==> config.mk <==
export PLATFORM = sky130hd
export DESIGN_NAME = alu_arbiter_flat
export DESIGN_NICKNAME = d
export VERILOG_FILES = /design/src/rtl/alu_arbiter_if.sv /design/src/rtl/alu_arbiter.sv /design/src/flat_wrapper.sv
export SDC_FILE = /design/constraint.sdc
export NUM_CORES = 1
export LEC_CHECK = 0
export CAP_MARGIN = 20
export CORE_AREA = 2 2 128 130
export CTS_BUF_LIST = sky130_fd_sc_hd__clkbuf_2 sky130_fd_sc_hd__clkbuf_4 sky130_fd_sc_hd__clkbuf_8
export DETAILED_ROUTE_END_ITERATION = 6
export DIE_AREA = 0 0 130 132
export GPL_ROUTABILITY_DRIVEN = 0
export PLACE_DENSITY_LB_ADDON = 0.05
export SKIP_CTS_REPAIR_TIMING = 1
export SLEW_MARGIN = 20
export SYNTH_ARGS = -nofsm -noshare
export SYNTH_HDL_FRONTEND = slang
export SYNTH_SLANG_ARGS = --single-unit
==> constraint.sdc <==
create_clock -name clk -period 1.9 [get_ports clk]
set_input_delay 0.38 -clock clk [delete_from_list [all_inputs] [get_ports clk]]
set_output_delay 0.38 -clock clk [all_outputs]
set_load 0.01 [all_outputs]
==> src/rtl/alu_arbiter_if.sv <==
// ALU function encodings and the request/response/ALU bundle for alu_arbiter.
// The requester and ALU side uses "master"; the arbiter uses "slave".
package ALU_FNS;
    typedef enum logic [2:0] {
        ADD_SUB = 3'd0,
        SLL     = 3'd1,
        SLT     = 3'd2,
        SLTU    = 3'd3,
        XOR     = 3'd4,
        SRL_SRA = 3'd5,
        OR      = 3'd6,
        AND     = 3'd7
    } alu_fn_t;

    typedef enum logic [6:0] {
        ADD_SRL = 7'h00,
        SUB_SRA = 7'h20
    } funct7_t;
endpackage

interface alu_arbiter_if #(parameter int WIDTH = 32);
    import ALU_FNS::*;

    logic             req0_valid;
    logic             req0_ready;
    alu_fn_t          req0_fn;
    funct7_t          req0_funct7;
    logic [WIDTH-1:0] req0_a;
    logic [WIDTH-1:0] req0_b;

    logic             req1_valid;
    logic             req1_ready;
    alu_fn_t          req1_fn;
    funct7_t          req1_funct7;
    logic [WIDTH-1:0] req1_a;
    logic [WIDTH-1:0] req1_b;

    logic             rsp0_valid;
    logic             rsp0_ready;
    logic [WIDTH-1:0] rsp0_out;
    logic             rsp0_take_branch;

    logic             rsp1_valid;
    logic             rsp1_ready;
    logic [WIDTH-1:0] rsp1_out;
    logic             rsp1_take_branch;

    alu_fn_t          alu_fn;
    funct7_t          alu_funct7;
    logic [WIDTH-1:0] alu_a;
    logic [WIDTH-1:0] alu_b;
    logic [WIDTH-1:0] alu_out;
    logic             alu_take_branch;

    modport slave (
        input  req0_valid, req0_fn, req0_funct7, req0_a, req0_b,
        input  req1_valid, req1_fn, req1_funct7, req1_a, req1_b,
        input  rsp0_ready, rsp1_ready,
        input  alu_out, alu_take_branch,
        output req0_ready, req1_ready,
        output rsp0_valid, rsp0_out, rsp0_take_branch,
        output rsp1_valid, rsp1_out, rsp1_take_branch,
        output alu_fn, alu_funct7, alu_a, alu_b
    );

    modport master (
        output req0_valid, req0_fn, req0_funct7, req0_a, req0_b,
        output req1_valid, req1_fn, req1_funct7, req1_a, req1_b,
        output rsp0_ready, rsp1_ready,
        output alu_out, alu_take_branch,
        input  req0_ready, req1_ready,
        input  rsp0_valid, rsp0_out, rsp0_take_branch,
        input  rsp1_valid, rsp1_out, rsp1_take_branch,
        input  alu_fn, alu_funct7, alu_a, alu_b
    );
endinterface

==> src/rtl/alu_arbiter.sv <==
// Round-robin arbiter sharing one combinational ALU between two requesters.
// One-cycle latency into a per-requester response slot; a full, unconsumed slot blocks its requester.
module alu_arbiter #(
    parameter int WIDTH = 32
) (
    input logic        clk,
    input logic        rst_n,
    alu_arbiter_if.slave bus
);
    import ALU_FNS::*;

    logic             elig0, elig1;
    logic             grant0, grant1;
    logic             last_grant;
    logic             rsp0_valid_q, rsp1_valid_q;
    logic [WIDTH-1:0] rsp0_out_q, rsp1_out_q;
    logic             rsp0_tb_q, rsp1_tb_q;

    // A slot that drains this cycle can be refilled in the same cycle.
    assign elig0 = bus.req0_valid && (!rsp0_valid_q || bus.rsp0_ready);
    assign elig1 = bus.req1_valid && (!rsp1_valid_q || bus.rsp1_ready);

    always_comb begin
        grant0 = 1'b0;
        grant1 = 1'b0;
        if (elig0 && elig1) begin
            grant0 = last_grant;
            grant1 = !last_grant;
        end else begin
            grant0 = elig0;
            grant1 = elig1;
        end
    end

    assign bus.req0_ready = grant0;
    assign bus.req1_ready = grant1;

    always_comb begin
        bus.alu_fn     = ADD_SUB;
        bus.alu_funct7 = ADD_SRL;
        bus.alu_a      = '0;
        bus.alu_b      = '0;
        if (grant0) begin
            bus.alu_fn     = bus.req0_fn;
            bus.alu_funct7 = bus.req0_funct7;
            bus.alu_a      = bus.req0_a;
            bus.alu_b      = bus.req0_b;
        end else if (grant1) begin
            bus.alu_fn     = bus.req1_fn;
            bus.alu_funct7 = bus.req1_funct7;
            bus.alu_a      = bus.req1_a;
            bus.alu_b      = bus.req1_b;
        end
    end

    always_ff @(posedge clk or negedge rst_n) begin
        if (!rst_n) begin
            rsp0_valid_q <= 1'b0;
            rsp0_out_q   <= '0;
            rsp0_tb_q    <= 1'b0;
        end else if (grant0) begin
            rsp0_valid_q <= 1'b1;
            rsp0_out_q   <= bus.alu_out;
            rsp0_tb_q    <= bus.alu_take_branch;
        end else if (bus.rsp0_ready) begin
            rsp0_valid_q <= 1'b0;
        end
    end

    always_ff @(posedge clk or negedge rst_n) begin
        if (!rst_n) begin
            rsp1_valid_q <= 1'b0;
            rsp1_out_q   <= '0;
            rsp1_tb_q    <= 1'b0;
        end else if (grant1) begin
            rsp1_valid_q <= 1'b1;
            rsp1_out_q   <= bus.alu_out;
            rsp1_tb_q    <= bus.alu_take_branch;
        end else if (bus.rsp1_ready) begin
            rsp1_valid_q <= 1'b0;
        end
    end

    // Reset to 1 so requester 0 wins the first tie; idle cycles leave priority alone.
    always_ff @(posedge clk or negedge rst_n) begin
        if (!rst_n) begin
            last_grant <= 1'b1;
        end else if (grant0 || grant1) begin
            last_grant <= grant1;
        end
    end

    assign bus.rsp0_valid       = rsp0_valid_q;
    assign bus.rsp0_out         = rsp0_out_q;
    assign bus.rsp0_take_branch = rsp0_tb_q;
    assign bus.rsp1_valid       = rsp1_valid_q;
    assign bus.rsp1_out         = rsp1_out_q;
    assign bus.rsp1_take_branch = rsp1_tb_q;
endmodule

==> src/flat_wrapper.sv <==
// flat-port wrapper written by rule: the top's interface ports become plain ports
module alu_arbiter_flat import ALU_FNS::*;
#(
    parameter int WIDTH = 32
)
  (clk, rst_n, bus_req0_valid, bus_req0_fn, bus_req0_funct7, bus_req0_a, bus_req0_b, bus_req1_valid, bus_req1_fn, bus_req1_funct7, bus_req1_a, bus_req1_b, bus_rsp0_ready, bus_rsp1_ready, bus_alu_out, bus_alu_take_branch, bus_req0_ready, bus_req1_ready, bus_rsp0_valid, bus_rsp0_out, bus_rsp0_take_branch, bus_rsp1_valid, bus_rsp1_out, bus_rsp1_take_branch, bus_alu_fn, bus_alu_funct7, bus_alu_a, bus_alu_b);
  alu_arbiter_if #(.WIDTH(WIDTH)) bus_i ();
  input logic clk;
  input logic rst_n;
  input wire logic [$bits(bus_i.req0_valid)-1:0] bus_req0_valid;
  input wire logic [$bits(bus_i.req0_fn)-1:0] bus_req0_fn;
  input wire logic [$bits(bus_i.req0_funct7)-1:0] bus_req0_funct7;
  input wire logic [$bits(bus_i.req0_a)-1:0] bus_req0_a;
  input wire logic [$bits(bus_i.req0_b)-1:0] bus_req0_b;
  input wire logic [$bits(bus_i.req1_valid)-1:0] bus_req1_valid;
  input wire logic [$bits(bus_i.req1_fn)-1:0] bus_req1_fn;
  input wire logic [$bits(bus_i.req1_funct7)-1:0] bus_req1_funct7;
  input wire logic [$bits(bus_i.req1_a)-1:0] bus_req1_a;
  input wire logic [$bits(bus_i.req1_b)-1:0] bus_req1_b;
  input wire logic [$bits(bus_i.rsp0_ready)-1:0] bus_rsp0_ready;
  input wire logic [$bits(bus_i.rsp1_ready)-1:0] bus_rsp1_ready;
  input wire logic [$bits(bus_i.alu_out)-1:0] bus_alu_out;
  input wire logic [$bits(bus_i.alu_take_branch)-1:0] bus_alu_take_branch;
  output wire logic [$bits(bus_i.req0_ready)-1:0] bus_req0_ready;
  output wire logic [$bits(bus_i.req1_ready)-1:0] bus_req1_ready;
  output wire logic [$bits(bus_i.rsp0_valid)-1:0] bus_rsp0_valid;
  output wire logic [$bits(bus_i.rsp0_out)-1:0] bus_rsp0_out;
  output wire logic [$bits(bus_i.rsp0_take_branch)-1:0] bus_rsp0_take_branch;
  output wire logic [$bits(bus_i.rsp1_valid)-1:0] bus_rsp1_valid;
  output wire logic [$bits(bus_i.rsp1_out)-1:0] bus_rsp1_out;
  output wire logic [$bits(bus_i.rsp1_take_branch)-1:0] bus_rsp1_take_branch;
  output wire logic [$bits(bus_i.alu_fn)-1:0] bus_alu_fn;
  output wire logic [$bits(bus_i.alu_funct7)-1:0] bus_alu_funct7;
  output wire logic [$bits(bus_i.alu_a)-1:0] bus_alu_a;
  output wire logic [$bits(bus_i.alu_b)-1:0] bus_alu_b;
  assign bus_i.req0_valid = bus_req0_valid;
  assign bus_i.req0_fn = bus_req0_fn;
  assign bus_i.req0_funct7 = bus_req0_funct7;
  assign bus_i.req0_a = bus_req0_a;
  assign bus_i.req0_b = bus_req0_b;
  assign bus_i.req1_valid = bus_req1_valid;
  assign bus_i.req1_fn = bus_req1_fn;
  assign bus_i.req1_funct7 = bus_req1_funct7;
  assign bus_i.req1_a = bus_req1_a;
  assign bus_i.req1_b = bus_req1_b;
  assign bus_i.rsp0_ready = bus_rsp0_ready;
  assign bus_i.rsp1_ready = bus_rsp1_ready;
  assign bus_i.alu_out = bus_alu_out;
  assign bus_i.alu_take_branch = bus_alu_take_branch;
  assign bus_req0_ready = bus_i.req0_ready;
  assign bus_req1_ready = bus_i.req1_ready;
  assign bus_rsp0_valid = bus_i.rsp0_valid;
  assign bus_rsp0_out = bus_i.rsp0_out;
  assign bus_rsp0_take_branch = bus_i.rsp0_take_branch;
  assign bus_rsp1_valid = bus_i.rsp1_valid;
  assign bus_rsp1_out = bus_i.rsp1_out;
  assign bus_rsp1_take_branch = bus_i.rsp1_take_branch;
  assign bus_alu_fn = bus_i.alu_fn;
  assign bus_alu_funct7 = bus_i.alu_funct7;
  assign bus_alu_a = bus_i.alu_a;
  assign bus_alu_b = bus_i.alu_b;
  alu_arbiter #(.WIDTH(WIDTH)) u_core (.clk(clk), .rst_n(rst_n), .bus(bus_i));
endmodule
==> results.sh, run 1 <==
export IMPL_status="finished with violations"
export IMPL_violations="setup timing"
export IMPL_slew_limit_headroom=0.757
export IMPL_tritoncts="built"
export IMPL_vdd_drop_max_mv=0.568
export IMPL_routed_wl_mm=17.3
export IMPL_grt_max_degree=70
export IMPL_fmax_ghz=0.403
export IMPL_worstReg2RegEnd="u_core.bus.rsp1_out[28]$_DFFE_PN0P_"
export IMPL_start_kind="register"
export IMPL_synthesis_nets=430
export IMPL_min_path_type="input pin to async pin"
export IMPL_layout_drive_gt1_share=0.355
export IMPL_synth_cell_area_sq_um=3380
export IMPL_cts_buffers=9
export IMPL_cts_clk_slew_worst_paths_ps=70
export IMPL_insertion_delay_ps=340
export IMPL_die_area_sq_um=17200
export IMPL_crit_path_max_incr_delay_ps=390
export IMPL_htreeDepth=3
export IMPL_power_density_nw_per_um2=858
export IMPL_via_count=3724
export IMPL_ys_types=17
export IMPL_synth_top_cell_by_area="dfrtp_1"
export IMPL_num_io_pins=331
export IMPL_crit_path_cell_trace="nor2b_4, o311a_4, buf_12, clkbuf_16, buf_4, a22o_1, clkbuf_2"
export IMPL_nets=806
export IMPL_fin_crit_sh=1.31
export IMPL_drv_cap=0
export IMPL_row_count=46
export IMPL_multi_input_area_sq_um=1550
export IMPL_vias_per_cell=4.42
export IMPL_critPathRequiredTime_ps=1520
export IMPL_hold_viol=0
export IMPL_fin_ws_ps=-583
export IMPL_die_x_microns=130
export IMPL_slew_viol_final=0
export IMPL_first_global_vias=3544
export IMPL_p_leak_uw=0.00333
export IMPL_clock_root_buffer="clkbuf_8"
export IMPL_drtPass1Iterations=4
export IMPL_wl_per_cell_microns=20.5
export IMPL_setup_violations=76
export IMPL_avgSynthCellArea_sq_um=13.9
export IMPL_crit_buf_inv=4
export IMPL_ant_nets=0
export IMPL_arrival_ps=2100
export IMPL_dp_final_hpwl_mm=12.9
export IMPL_grt_total_usage=0.173
export IMPL_finish_utilization=0.474
export IMPL_overflow=0
export IMPL_drtIter0Drc=65
export IMPL_skew_ps=8.74
export IMPL_start_util=0.215
export IMPL_route_detailed_drc=0
export IMPL_worst_r2r_cell_count=6
export IMPL_clock_sinks=69
export IMPL_rrSetupSlack_ps=70
export IMPL_rsz0062_at_grt="true"
export IMPL_place_area_sq_um=7020
export IMPL_yosys_area_top_type_share=0.504
export IMPL_grt_pass1_wl_mm=22.0
export IMPL_worst_pin_slew_ps=365
export IMPL_ys_seq_area_frac=0.512
export IMPL_r2r_start="u_core.bus.rsp1_valid$_DFFE_PN0P_"
export IMPL_fillCellCount=1494
export IMPL_layout_min_cycle_time_ps=2480
export IMPL_fp_dieH_microns=132
export IMPL_postLayoutCellArea_sq_um=7450
export IMPL_endpoint_kind="output pin"
export IMPL_yosys_warnings=0
export IMPL_crit_type="register to output pin"
export IMPL_path_max_fanout=6
export IMPL_syn_to_final_growth_pct=121
export IMPL_synth_cells=243
export IMPL_seq_area_sq_um=1730
export IMPL_clockBufferDepth=2
export IMPL_core_area_sq_um=15700
export IMPL_ys_seq_elements=69
export IMPL_slowest_stage="o311a_4"
export IMPL_synth_area_leaders="dfrtp_1 50%, mux2_2 22%, a22o_1 19%"
export IMPL_portBuffers=330
export IMPL_grt_antenna_before_repair=4
export IMPL_crit_family="compound AO/OA/AOI/OAI gates"
==> sequential cells by signal, indices dropped and copies added, names as in the netlist <==
signal                       count
u_core.bus.rsp0_out             32
u_core.bus.rsp0_take_branch      1
u_core.bus.rsp0_valid            1
u_core.bus.rsp1_out             32
u_core.bus.rsp1_take_branch      1
u_core.bus.rsp1_valid            1
u_core.last_grant                1
==> stage by stage <==
| step | setup TNS [ps] | total power [uW] | worst slack [ps] | cells | hold slack [ps] |
|---|---|---|---|---|---|
| after floorplan | 0 | 3280 | 45.4 | 243 | 84.4 |
| after global placement | -92220 | 5230 | -924 | 784 | 431 |
| after detailed placement | -92850 | 5250 | -932 | 784 | 437 |
| after CTS | -69260 | 6330 | -944 | 799 | 48.6 |
| after global routing | -33940 | 6780 | -630 | 842 | 73.0 |
| final | -28400 | 6400 | -583 | 843 | 50.6 |
==> cell families (layout without fill, tap and decap cells) <==
logic type	Yosys count	after routing	synth area share
other	0	4	0
and+or+nand+nor	3	3	0.00778
AOI/OAI and AO/OA	79	81	0.205
muxes	66	66	0.220
buffers and inverters	26	404	0.0559
DFF	69	69	0.512
==> worst max-delay path by stage <==
stage                                            startpoint            end  slack (ps)  cells after the start
after CTS                                    bus_rsp0_ready  bus_alu_a[14]        -940                      7
after global placement                       bus_rsp0_ready  bus_alu_b[24]        -920                      7
final                     u_core.bus.rsp1_valid$_DFFE_PN0P_  bus_alu_b[19]        -580                      7
after global routing      u_core.bus.rsp1_valid$_DFFE_PN0P_  bus_alu_fn[1]        -630                      7
after detailed placement                     bus_rsp0_ready  bus_alu_a[14]        -930                      7
after floorplan           u_core.bus.rsp1_valid$_DFFE_PN0P_  bus_alu_a[19]          50                      6
==> cell type report <==
cell class                      count  area share
Clock buffer                       11      0.0186
Tap cell                          216      0.0363
Antenna cell                        4     0.00134
Sequential cell                    69       0.232
Multi-Input combinational cell    150       0.207
Inverter                            2     0.00101
Timing Repair Buffer              387       0.500
Clock inverter                      4     0.00352
==> cells in the final DEF (no fill, tap or decap), types with 2 or more instances in the layout <==
master           instances
clkdlybuf4s50_1        249
a22o_1                  72
dfrtp_1                 68
mux2_2                  66
buf_2                   46
buf_6                   25
buf_4                   21
clkbuf_2                20
dlymetal6s2s_1          10
clkbuf_8                 9
buf_12                   8
clkbuf_16                6
diode_2                  4
o311a_4                  2
a22o_4                   2
clkinv_2                 2
clkbuf_4                 2
buf_8                    2
==> layer usage <==
layer  part of all wire  track usage  vias to the layer above
li1                   -            -                     1713
met1               0.36        0.180                     1829
met2               0.54        0.324                      164
met3              0.086       0.0588                       18
met4              0.015       0.0520                        0
met5                  0            0                        -
==> synth_stat cells <==
| master | instances |
|---|---|
| a22o_1 | 74 |
| o311a_1 | 1 |
| a311oi_1 | 1 |
| or2_2 | 1 |
| buf_2 | 7 |
| inv_1 | 2 |
| buf_6 | 10 |
| dfrtp_1 | 68 |
| a21o_1 | 1 |
| nand2b_1 | 1 |
| mux2_2 | 66 |
| buf_4 | 2 |
| o21ba_2 | 1 |
| nor2b_4 | 1 |
| dfstp_2 | 1 |
| a31oi_1 | 1 |
| clkbuf_1 | 5 |
==> power by group <==
group          switching [uW]  internal (uW)  total, uW
Combinational            1240           2040       3290
Sequential                205           1860       2070
Clock                     545            493       1040
Total                    1990           4400       6400
No activity file was read; power rests on OpenSTA's default activity.
==> inputs of run 2 (changes only) <==
Settings changed: HOLD_SLACK_MARGIN from default to 0.15.
==> results.sh, run 2 (synthesis gave the netlist of run 1 again) <==
export IMPL_status="finished with violations"
export IMPL_violations="setup timing"
export IMPL_tritoncts="built"
export IMPL_fillCellCount=1493
export IMPL_dp_final_hpwl_mm=12.9
export IMPL_r2r_start="u_core.bus.rsp1_valid$_DFFE_PN0P_"
export IMPL_crit_path_cell_trace="nor2b_4, o311a_4, buf_12, clkbuf_16, buf_4, a22o_1, clkbuf_2"
export IMPL_start_util=0.215
export IMPL_drtIter0Drc=58
export IMPL_multi_input_area_sq_um=1550
export IMPL_seq_area_sq_um=1730
export IMPL_final_cell_mix="249 x clkdlybuf4s50_1, 72 x a22o_1, 68 x dfrtp_1"
export IMPL_clockBufferDepth=2
export IMPL_path_max_fanout=6
export IMPL_num_io_pins=331
export IMPL_worst_pin_slew_ps=365
export IMPL_placedCellCount=784
export IMPL_setup_violations=76
export IMPL_fin_crit_sh=1.31
export IMPL_holdPathEnd="u_core.last_grant$_DFFE_PN1P_"
export IMPL_arrival_ps=2100
export IMPL_postLayoutCellArea_sq_um=7460
export IMPL_crit_type="register to output pin"
export IMPL_grt_antenna_before_repair=4
export IMPL_layout_commonest_cell="clkdlybuf4s50_1"
export IMPL_start_kind="register"
export IMPL_layout_min_cycle_time_ps=2480
export IMPL_via_count=3743
export IMPL_cts_clk_slew_worst_paths_ps=70
export IMPL_p_leak_uw=0.00334
export IMPL_slew_viol_final=0
export IMPL_fp_dieH_microns=132
export IMPL_first_global_vias=3544
export IMPL_ant_nets=0
export IMPL_portBuffers=330
export IMPL_drv_cap=0
export IMPL_place_area_sq_um=7020
export IMPL_overflow=0
export IMPL_row_count=46
export IMPL_slew_limit_headroom=0.756
export IMPL_final_cells=844
export IMPL_rsz0062_at_grt="true"
export IMPL_power_density_nw_per_um2=857
export IMPL_drtPass1Iterations=4
export IMPL_nets=807
export IMPL_syn_to_final_growth_pct=121
export IMPL_clock_sinks=69
export IMPL_worst_r2r_cell_count=6
export IMPL_route_detailed_drc=0
export IMPL_hold_start="bus_req0_valid"
export IMPL_core_area_sq_um=15700
export IMPL_crit_family="compound AO/OA/AOI/OAI gates"
export IMPL_vdd_drop_max_mv=0.568
export IMPL_grt_total_usage=0.173
export IMPL_worstHoldPathCells=2
export IMPL_cts_buffers=9
export IMPL_grt_max_degree=70
export IMPL_slowest_stage="o311a_4"
export IMPL_die_x_microns=130
export IMPL_hold_viol=0
export IMPL_wl_per_cell_microns=20.5
export IMPL_crit_buf_inv=4
export IMPL_endpoint_kind="output pin"
export IMPL_vias_per_cell=4.43
export IMPL_grt_pass1_wl_mm=22.0
export IMPL_skew_ps=8.73
export IMPL_rrSetupSlack_ps=70
export IMPL_layout_drive_gt1_share=0.354
export IMPL_min_path_type="input pin to register"
export IMPL_clock_root_buffer="clkbuf_8"
export IMPL_fin_ws_ps=-581
export IMPL_routed_wl_mm=17.3
export IMPL_crit_path_max_incr_delay_ps=390
export IMPL_worstReg2RegEnd="u_core.bus.rsp1_out[28]$_DFFE_PN0P_"
export IMPL_htreeDepth=3
export IMPL_fmax_ghz=0.403
export IMPL_die_area_sq_um=17200
export IMPL_critPathRequiredTime_ps=1520
export IMPL_insertion_delay_ps=340
[run 2: per-stage QoR]
step	total power (uW)	hold slack, ps	worst slack, ps	utilization	TNS, ps
after floorplan	3280	84.4	45.4	-	0
after global placement	5230	431	-924	0.447	-92220
after detailed placement	5250	437	-932	0.447	-92850
after CTS	6330	48.6	-944	0.457	-69260
after global routing	6780	353	-630	0.475	-33940
final	6390	331	-581	0.475	-28590
[run 2: final cells by class]
type | instances | area share
Tap cell | 216 | 0.0362
Clock inverter | 4 | 0.00352
Sequential cell | 69 | 0.231
Multi-Input combinational cell | 150 | 0.207
Antenna cell | 4 | 0.00134
Timing Repair Buffer | 388 | 0.501
Clock buffer | 11 | 0.0186
Inverter | 2 | 0.00101
[run 2: routing by layer]
layer / part of all wire / vias to the layer above / GRT usage
li1: - / 1711 / -
met1: 0.37 / 1846 / 0.180
met3: 0.081 / 18 / 0.0588
met2: 0.54 / 168 / 0.324
met4: 0.014 / 0 / 0.0520
met5: 0 / - / 0
[run 2: report_power, final]
part	internal (uW)	total [uW]	switching [uW]
Clock	493	1040	543
Sequential	1860	2070	205
Combinational	2040	3290	1240
Total	4400	6390	1990
[run 2: worst max-delay path by stage]
stage          cells after the start  slack (ps)                         startpoint            end
4_1_cts                            7        -940                     bus_rsp0_ready  bus_alu_a[14]
6_report                           7        -580  u_core.bus.rsp1_valid$_DFFE_PN0P_  bus_alu_b[19]
3_3_place_gp                       7        -920                     bus_rsp0_ready  bus_alu_b[24]
2_1_floorplan                      6          50  u_core.bus.rsp1_valid$_DFFE_PN0P_  bus_alu_a[19]
3_5_place_dp                       7        -930                     bus_rsp0_ready  bus_alu_a[14]
5_1_grt                            7        -630  u_core.bus.rsp1_valid$_DFFE_PN0P_  bus_alu_fn[1]
==> inputs of run 3 (changes only) <==
Settings changed: CAP_MARGIN 20 to 5, CORE_AREA 2 2 128 130 to 5 5 124 126, DIE_AREA 0 0 130 132 to 0 0 129 131.
==> results.sh, run 3 (synthesis gave the netlist of run 1 again) <==
export IMPL_arrival_ps=1990
export IMPL_tritoncts="built"
export IMPL_core_area_sq_um=14200
export IMPL_fmax_ghz=0.421
export IMPL_min_path_type="input pin to register"
export IMPL_worstHoldPathCells=3
export IMPL_vdd_drop_max_mv=0.528
export IMPL_crit_type="register to output pin"
export IMPL_fin_ws_ps=-474
export IMPL_syn_to_final_growth_pct=115
export IMPL_skew_ps=18.9
export IMPL_place_ws_ps=-908
export IMPL_grt_total_usage=0.179
export IMPL_p_int_uw=4500
export IMPL_seqPwrFrac=0.316
export IMPL_rsz0062_at_grt="true"
export IMPL_grt_antenna_before_repair=3
export IMPL_cts_clk_slew_worst_paths_ps=70
export IMPL_drv_cap=0
export IMPL_path_max_fanout=7
export IMPL_critPathRequiredTime_ps=1520
export IMPL_first_global_vias=3624
export IMPL_place_area_sq_um=6970
export IMPL_htreeDepth=3
export IMPL_grt_pass1_wl_mm=22.9
export IMPL_slew_limit_headroom=0.773
export IMPL_num_io_pins=331
export IMPL_vias_per_cell=4.53
export IMPL_via_count=3580
export IMPL_start_kind="register"
export IMPL_wl_per_cell_microns=22.6
export IMPL_layout_drive_gt1_share=0.342
export IMPL_row_count=44
export IMPL_violations="setup timing"
export IMPL_clockPowerShare=0.196
export IMPL_clock_root_buffer="clkbuf_8"
export IMPL_dp_final_hpwl_mm=13.7
export IMPL_clockBufferDepth=2
export IMPL_p_leak_uw=0.00318
export IMPL_routed_wl_mm=17.8
export IMPL_insertion_delay_ps=350
export IMPL_drtIter0Drc=128
export IMPL_start_util=0.238
export IMPL_overflow=0
export IMPL_postLayoutCellArea_sq_um=7250
export IMPL_die_x_microns=129
export IMPL_power_density_nw_per_um2=904
export IMPL_layout_commonest_cell="clkdlybuf4s50_1"
export IMPL_status="finished with violations"
export IMPL_cts_buffers=9
export IMPL_ant_nets=0
export IMPL_final_cell_mix="249 x clkdlybuf4s50_1, 74 x a22o_1, 68 x dfrtp_1"
export IMPL_worst_r2r_cell_count=7
export IMPL_fin_crit_sh=1.25
export IMPL_clock_sinks=69
export IMPL_pwr_share_comb=0.488
export IMPL_layout_min_cycle_time_ps=2370
export IMPL_route_detailed_drc=0
export IMPL_fp_dieH_microns=131
export IMPL_slew_viol_final=0
export IMPL_worst_pin_slew_ps=340
export IMPL_nets=788
export IMPL_setup_violations=76
export IMPL_swShare=0.314
export IMPL_portBuffers=330
export IMPL_antenna_cells=0
export IMPL_grt_max_degree=40
export IMPL_endpoint_kind="output pin"
export IMPL_die_area_sq_um=16900
export IMPL_switchingPower_uw=2060
export IMPL_hold_viol=0
export IMPL_drtPass1Iterations=4
run 3: changes by cell type in the layout (fill, tap and decap cells not counted), moves of 2 or more:
cell	before	now
dlymetal6s2s_1	10	4
buf_2	46	34
clkinv_2	2	0
diode_2	4	0
clkbuf_4	2	0
a22o_4	2	0
buf_4	21	13
clkbuf_2	20	36
a22o_1	72	74
buf_6	25	15
inv_6	0	3
run 3: area by class of cell:
| type | count | area, sq um |
|---|---|---|
| multi-input combinational | 149 | 1520 |
| sequential | 69 | 1730 |
| inverter | 2 | 7.51 |
| clock inverter | 6 | 75.1 |
| clock buffer | 10 | 138 |
| fill | 1314 | 6950 |
| timing repair buffer | 370 | 3550 |
| tap | 184 | 230 |
run 3: through the flow:
stage | util | TNS, ps | hold slack [ps] | power (uW) | cells
2_1_floorplan | - | 0 | 84.4 | 3280 | 243
3_3_place_gp | 0.490 | -93280 | 256 | 5240 | 753
3_5_place_dp | 0.490 | -94470 | 258 | 5260 | 753
4_1_cts | 0.505 | -70920 | -126 | 6590 | 769
5_1_grt | 0.511 | -34020 | 379 | 6920 | 790
6_report | 0.511 | -29800 | 372 | 6560 | 790
run 3: path summary, 6_finish.rpt:
check,startpoint,endpoint,slack (ps)
min in group asynchronous,rst_n,u_core.bus.rsp0_out[23]$_DFFE_PN0P_,430
max in group asynchronous,rst_n,u_core.last_grant$_DFFE_PN1P_,880
worst min register to register,u_core.bus.rsp1_out[20]$_DFFE_PN0P_,u_core.bus.rsp1_out[20]$_DFFE_PN0P_,510
worst max register to register,u_core.bus.rsp1_valid$_DFFE_PN0P_,u_core.bus.rsp1_out[3]$_DFFE_PN0P_,60
worst max-delay path,u_core.bus.rsp1_valid$_DFFE_PN0P_,bus_alu_a[17],-470
worst min-delay path,bus_rsp0_ready,u_core.bus.rsp0_valid$_DFFE_PN0P_,370
run 3: layer usage:
metal / global-route usage / vias up / wire [microns]
li1: - / 1664 / -
met1: 0.211 / 1716 / 6620
met2: 0.303 / 174 / 9090
met3: 0.0805 / 20 / 1840
met4: 0.0383 / 6 / 225
met5: 0 / - / 43
run 3: worst max-delay path: stages, from the launching register on:
cell and delay (ps):
dfrtp_1 380, nor2b_4 150, o311a_4 420, clkbuf_16 180
buf_8 130, a22o_1 240, buf_2 150
run 3: power groups by stage:
stage                     clock, uW  combinational (uW)  sequential [uW]
after floorplan                   0                1010             2270
after global placement            0                3160             2080
after detailed placement          0                3170             2090
after CTS                      1340                3180             2070
after global routing           1400                3390             2130
final                          1290                3200             2070
